### src/rtl/oled_spi_arbiter.sv
// Round-robin arbiter that shares one spi_controller and the OLED DC pin
// between several byte-stream requesters. A grant is held for a whole burst.
// Each byte carries its own DC value. A DC change inserts a setup delay
// before the byte is offered to the SPI controller.
module oled_spi_arbiter #(
    parameter int NUM_REQ         = 3,
    parameter int DC_SETUP_CYCLES = 4
) (
    input  logic                   sysClkIn,
    input  logic                   sysRstIn,
    input  logic [NUM_REQ-1:0]     reqValidIn,
    output logic [NUM_REQ-1:0]     reqReadyOut,
    input  logic [8*NUM_REQ-1:0]   reqDataIn,
    input  logic [NUM_REQ-1:0]     reqDcIn,
    input  logic [NUM_REQ-1:0]     reqLastIn,
    output logic [NUM_REQ-1:0]     grantOut,
    output logic                   busyOut,
    output logic [15:0]            burstCntOut,
    output logic                   spiValidOut,
    input  logic                   spiReadyIn,
    output logic [7:0]             spiDataOut,
    output logic                   DC
);

    localparam int PTR_W      = (NUM_REQ > 1) ? $clog2(NUM_REQ) : 1;
    localparam int SETUP_W    = (DC_SETUP_CYCLES > 1) ? $clog2(DC_SETUP_CYCLES) : 1;
    localparam int SETUP_LAST = (DC_SETUP_CYCLES > 0) ? DC_SETUP_CYCLES - 1 : 0;

    typedef enum logic [2:0] {
        IDLE,
        ACCEPT,
        SETUP,
        SEND,
        WAIT_BUSY,
        WAIT_DONE
    } state_t;

    state_t               state_q, state_d;
    logic [NUM_REQ-1:0]   grant_q, grant_d;
    logic [PTR_W-1:0]     gnt_idx_q, gnt_idx_d;
    logic [PTR_W-1:0]     rr_q, rr_d;
    logic [15:0]          cnt_q, cnt_d;
    logic [7:0]           data_q, data_d;
    logic                 last_q, last_d;
    logic                 dc_q, dc_d;
    logic                 valid_q, valid_d;
    logic [SETUP_W-1:0]   setup_q, setup_d;

    logic                 sel_valid;
    logic [7:0]           sel_data;
    logic                 sel_dc;
    logic                 sel_last;

    logic                 arb_found;
    logic [PTR_W-1:0]     arb_idx;
    logic [NUM_REQ-1:0]   arb_onehot;

    // Select the byte, DC and last flag of the current grant holder
    always_comb begin
        sel_valid = 1'b0;
        sel_data  = '0;
        sel_dc    = 1'b0;
        sel_last  = 1'b0;
        for (int unsigned i = 0; i < NUM_REQ; i++) begin
            if (grant_q[i]) begin
                sel_valid = reqValidIn[i];
                sel_data  = reqDataIn[i*8 +: 8];
                sel_dc    = reqDcIn[i];
                sel_last  = reqLastIn[i];
            end
        end
    end

    // Round-robin search: first requesting index after rr_q, with wrap-around
    always_comb begin
        arb_found  = 1'b0;
        arb_idx    = '0;
        arb_onehot = '0;
        for (int unsigned k = 1; k <= NUM_REQ; k++) begin
            for (int unsigned i = 0; i < NUM_REQ; i++) begin
                if (!arb_found && reqValidIn[i] &&
                    (((32'(rr_q) + k) % NUM_REQ) == i)) begin
                    arb_found     = 1'b1;
                    arb_idx       = PTR_W'(i);
                    arb_onehot    = '0;
                    arb_onehot[i] = 1'b1;
                end
            end
        end
    end

    // Next-state and datapath updates for the burst FSM
    always_comb begin
        state_d   = state_q;
        grant_d   = grant_q;
        gnt_idx_d = gnt_idx_q;
        rr_d      = rr_q;
        cnt_d     = cnt_q;
        data_d    = data_q;
        last_d    = last_q;
        dc_d      = dc_q;
        valid_d   = 1'b0;
        setup_d   = setup_q;
        case (state_q)
            IDLE: begin
                if (arb_found) begin
                    grant_d   = arb_onehot;
                    gnt_idx_d = arb_idx;
                    cnt_d     = '0;
                    state_d   = ACCEPT;
                end
            end
            ACCEPT: begin
                if (sel_valid) begin
                    data_d = sel_data;
                    last_d = sel_last;
                    if (sel_dc != dc_q) begin
                        dc_d    = sel_dc;
                        setup_d = '0;
                        state_d = (DC_SETUP_CYCLES == 0) ? SEND : SETUP;
                    end else begin
                        state_d = SEND;
                    end
                end
            end
            SETUP: begin
                if (setup_q == SETUP_W'(SETUP_LAST)) begin
                    state_d = SEND;
                end else begin
                    setup_d = setup_q + 1'b1;
                end
            end
            SEND: begin
                if (spiReadyIn) begin
                    valid_d = 1'b1;
                    state_d = WAIT_BUSY;
                end
            end
            WAIT_BUSY: begin
                if (!spiReadyIn) begin
                    state_d = WAIT_DONE;
                end
            end
            WAIT_DONE: begin
                if (spiReadyIn) begin
                    if (cnt_q != 16'hFFFF) begin
                        cnt_d = cnt_q + 16'd1;
                    end
                    if (last_q) begin
                        rr_d    = gnt_idx_q;
                        grant_d = '0;
                        state_d = IDLE;
                    end else begin
                        state_d = ACCEPT;
                    end
                end
            end
            default: state_d = IDLE;
        endcase
    end

    // State and datapath registers with synchronous reset
    always_ff @(posedge sysClkIn) begin
        if (sysRstIn) begin
            state_q   <= IDLE;
            grant_q   <= '0;
            gnt_idx_q <= '0;
            rr_q      <= PTR_W'(NUM_REQ - 1);
            cnt_q     <= '0;
            data_q    <= '0;
            last_q    <= 1'b0;
            dc_q      <= 1'b0;
            valid_q   <= 1'b0;
            setup_q   <= '0;
        end else begin
            state_q   <= state_d;
            grant_q   <= grant_d;
            gnt_idx_q <= gnt_idx_d;
            rr_q      <= rr_d;
            cnt_q     <= cnt_d;
            data_q    <= data_d;
            last_q    <= last_d;
            dc_q      <= dc_d;
            valid_q   <= valid_d;
            setup_q   <= setup_d;
        end
    end

    assign reqReadyOut = (state_q == ACCEPT) ? grant_q : '0;
    assign grantOut    = grant_q;
    assign busyOut     = (state_q != IDLE);
    assign burstCntOut = cnt_q;
    assign spiValidOut = valid_q;
    assign spiDataOut  = data_q;
    assign DC          = dc_q;

endmodule
### config.mk
export PLATFORM = sky130hd
export DESIGN_NAME = oled_spi_arbiter
export DESIGN_NICKNAME = d
export VERILOG_FILES = /design/src/rtl/oled_spi_arbiter.sv
export SDC_FILE = /design/constraint.sdc
export NUM_CORES = 1
export LEC_CHECK = 0
export ABC_CLOCK_PERIOD_IN_PS = 1750
export BUFFER_PORTS_ARGS = -buffer_cell sky130_fd_sc_hd__buf_4
export CORE_ASPECT_RATIO = 0.75
export CORE_MARGIN = 10
export CORE_UTILIZATION = 40
export DETAILED_ROUTE_END_ITERATION = 16
export GPL_TIMING_DRIVEN = 0
export PLACE_DENSITY = 0.67
export SKIP_CTS_REPAIR_TIMING = 1
export SYNTH_ARGS = -nofsm -noshare
export SYNTH_HDL_FRONTEND = slang
export SYNTH_SLANG_ARGS = --single-unit
### constraint.sdc
create_clock -name sysClkIn -period 1.75 [get_ports sysClkIn]
set_input_delay 0.35 -clock sysClkIn [delete_from_list [all_inputs] [get_ports sysClkIn]]
set_output_delay 0.35 -clock sysClkIn [all_outputs]
set_load 0.005 [all_outputs]
After elaboration in Yosys (flattened, before gate mapping)
Cells that the tools add are included.
Cells by class
  add/sub/neg operators: 5
  div/mod/pow operators: 3
  eq/ne operators: 24
  muxes and demuxes: 61
  bitwise operators: 1
  reductions and logical operators: 41
Operator list (number)
  $eq 32x1->1 const B: 3
  $eq 32x2->1 const B: 3
  $logic_not 32->1: 3
  $mod 32x2->32 const B: 3
  $mux 3: 18
  $mux 16: 3
  $pmux 16 s2: 1
  $mux 8: 3
  $mux 1: 23
  $mux 2: 10
  $ne 2x2->1 const B: 10
  $pmux 3 s6: 1
  $logic_and 1x1->1: 17
  $add 16x1->16 const B: 1
  $ne 16x16->1 const B: 1
  $reduce_and 4->1: 3
  $logic_not 1->1: 8
  $add 2x2->3 const B: 2
  $eq 3x2->1 const B: 2
  $eq 3x3->1 const B: 2
  $pmux 3 s2: 1
  $reduce_and 3->1: 2
  $reduce_and 6->1: 1
  $pmux 2 s2: 1
  11 further kinds: 13
Storage, ports and cells
  register bits after elaboration: 39
  input port bits: 36
  output and inout bits: 33

Longest topological paths before layout
  depth after elaboration: 39
  mapped depth: 7
  gate-level depth less buffers: 6

Least setup slack after synthesis
No wires, ideal clock.
  path kind: register to register
  from: register state_q[0]
  to: register cnt_q[14] (netlist: burstCntOut[14])
  library setup time: 0.133 ns
  data arrival time: 1.641 ns
  slack: -0.024 ns
  stages on the path, launching flop included: 7
  buffers on the path: 2
  clock period less this slack: 1.774 ns
  cells stage by stage: dfxtp_1 > buf_6 > or3_4 > or3_1 > buf_6 > a32oi_4 > o221ai_1
On the way
  word-level cells in the longest chain between the ends: 3
RTL lines
  from (decl): line 38  | state_t state_q, state_d;
  from (signal assigned): line 176  | state_q <= state_d;
  $eq 3x3->1 or $logic_not 3->1 (tied branches): line 104  | case (state_q)
  $ne 2x2->1 (no source line) or $reduce_bool 2->1 (tied branches)
  $reduce_and 4->1 (no source line)
  to (signal assigned): line 180  | cnt_q <= cnt_d;
  to (decl): line 42  | logic [15:0] cnt_q, cnt_d;
Parallel ways exist; a longest one is shown, timed or not.
A chain may end at the register's enable or synchronous reset.

Worst setup path in the final report
  from: register state_q[0]
  to: register cnt_q[13] (netlist: burstCntOut[13])
Same word-level chain as after synthesis.

==> results_dict.tcl <==
set metrics [dict create \
    max-cap-violations 0 \
    slew_violations 0 \
    p_leak_uw 0.001319 \
    post_dp_cell_area_um2 2992 \
    cts_tree "yes" \
    final_cell_mix "82 x buf_4, 36 x nand2_1, 32 x dfxtp_1" \
    hpwl_mm 5.870 \
    synth_top_area_share_pct 32.82 \
    syn_nets 341 \
    wl_mm 8.255 \
    ios 69 \
    yosys.area.top_type "dfxtp_1" \
    final_common_cell "buf_4" \
    reg2regPathDepth 4 \
    first_iter_violations 265 \
    synthTopCellsByArea "dfxtp_1 33%, nand2_1 5.8%, a21oi_1 5.3%, nand3_1 4.2%, a211o_1 3.3%" \
    syn_to_final_growth_pct 37.77 \
    finalCritPeriodShare_pct 103.2 \
    hold_viol 0 \
    status "finished with violations" \
    syn_inst 301 \
    finalWorstSetupSlack_ps -56.19 \
    ys.flop_type "dfxtp_1" \
    ant_nets 0 \
    gp_congestion 0.8477 \
    diodes 0 \
    insertion_delay_ps 290 \
    overflow 0 \
    ir_worst_vdd_uv 327.7 \
    wire_per_inst_um 17.83 \
    routed_via_density 5.890 \
    critPathRequiredTime_ps 1920 \
    die_h_um 86.78 \
    ys_seq_area_share_pct 32.82 \
    grt_pass1_vias 2479 \
    setup_tns_ps -150.7 \
    post-route-min-period_ps 1806 \
    end_kind "flop" \
    rows 24 \
    ys_types 60 \
    cts_inserted_buffers 5 \
    worstHoldPathCells 3 \
    hp-class "input pin to flop" \
    max-slew-margin-rel_pct 55.98 \
    drt-pass1-iter-count 5 \
    power_density_nw_per_um2 624.2 \
    worst-slew-pin-transition_ps 655.3 \
    synth-seq-cells 39 \
    antenna_found_initial 0 \
    start_util_pct 41.04 \
    crit_fanout 7 \
    skew_ps 3.916 \
    critical_path_class "flop to flop" \
    clk_pin_slew_worst_paths_ps 80 \
    grt_max_degree 13 \
    htreeDepth 2 \
    cts_root_buf "clkbuf_8" \
    max_freq_ghz 0.5537 \
    grt_first_pass_wirelength_mm 12.90 \
    synth_enable_flop_cells 0 \
    setup_viol 7 \
    place_ws_ps -446.6 \
    fin_area_um2 3277 \
    cts_max_path_buffers 2 \
    vias 2727 \
    fin_nets 424 \
    syn_avg_cell_area_um2 7.902 \
    synth_warnings 0 \
    violations "setup timing" \
    worstPathArrival_ps 1970 \
    drive_gt1_share_pct 32.73 \
    rsz0062_at_grt "true" \
    syn-cell-area_um2 2379 \
    track_usage_pct 16.69 \
    dieArea_um2 9462 \
    portBuffers 68 \
    final_util_pct 56.54 \
    cts.sinks 39 \
    drc_errors 0 \
    ys_async_sr_fraction_pct 0 \
    chipWidth_um 109.0 \
    core_um2 5796 \
    rrSetupSlack_ps -60 \
    start_kind "flop" \
]
## registers in the layout (all words and copies together) (netlist names)
register     count
gnt_idx_q        2
DC               1
spiValidOut      1
spiDataOut       8
burstCntOut     16
state_q          3
rr_q             2
last_q           1
grantOut         3
setup_q          2
## per-layer routing
| metal | wire (µm) | share of wire, % | global-route usage (%) |
|---|---|---|---|
| met5 | 0 | 0 | 0 |
| met4 | 72 | 0.87 | 3.584 |
| met3 | 393 | 4.8 | 2.669 |
| met2 | 3978 | 48 | 26.26 |
| met1 | 3810 | 46 | 23.23 |
## power by group
| part | internal (µW) | switching (µW) |
|---|---|---|
| Sequential | 903 | 16.0 |
| Clock | 462 | 323 |
| Combinational | 169 | 173 |
| Total | 1530 | 512 |
## area by class of cell
type	instances	area [µm²]
fillers	550	2519
multi-input cells	221	1496
flip-flops and latches	39	792.0
repair buffers	82	615.6
well taps	78	97.59
clock buffers	6	82.58
plain buffers	15	82.58
inverters	20	75.07
clock inverters	2	35.03
## worst max-delay path, stage by stage, from the launching register on
cell	delay, ps
dfxtp_4	350
or3_4	410
or3_4	420
a32oi_4	350
o211ai_1	150
## synth_stat cells (all sizes together), types with 2 or more instances
library cell and instances:
a21o 2, o211ai 3, nor3 6, clkbuf 18, a21oi 26, a2bb2oi 4, nand3b 4, a211o 9
nand3 20, a21boi 4, a221o 2, o311a 2, and3b 2, nand2b 3, nor2 9, and2 2
o311ai 2, dfxtp 39, ha 4, and4 3, a31oi 10, inv 19, a221oi 9, nor2b 4
or3 7, nor4 2, a32oi 2, a211oi 3, o21ai 3, nand4b 2, buf 3, and3 7
nand2 37, nand4 8, mux2i 2
## stage by stage
stage          hold slack, ps  power, µW  std cells
6_report                390.5       2046        463
2_1_floorplan           436.9       1101        301
5_1_grt                 416.2       2133        463
3_5_place_dp            451.5       1241        447
4_1_cts                 383.5       2020        455
3_3_place_gp            444.5       1238        447
## worst paths after layout
kind | start | end
setup / recovery | state_q[0] | burstCntOut[13]
hold reg to reg | spiDataOut[3] | spiDataOut[3]
hold / removal | spiReadyIn | spiValidOut
setup reg to reg | state_q[0] | burstCntOut[13]
## logic make-up (layout without fill, tap and decap cells)
logic type               after synthesis  in the layout  synth area share, %
AO/OA/AOI/OAI                         92             92                28.78
buffers and inverters                 41            125                7.154
adder cells (fa/ha/maj)                4              4                2.104
flip-flops                            39             39                32.82
multiplexers                           2              2               0.8417
AND/OR/NAND/NOR                      123            123                28.30
(Power assumes the default switching activity.)
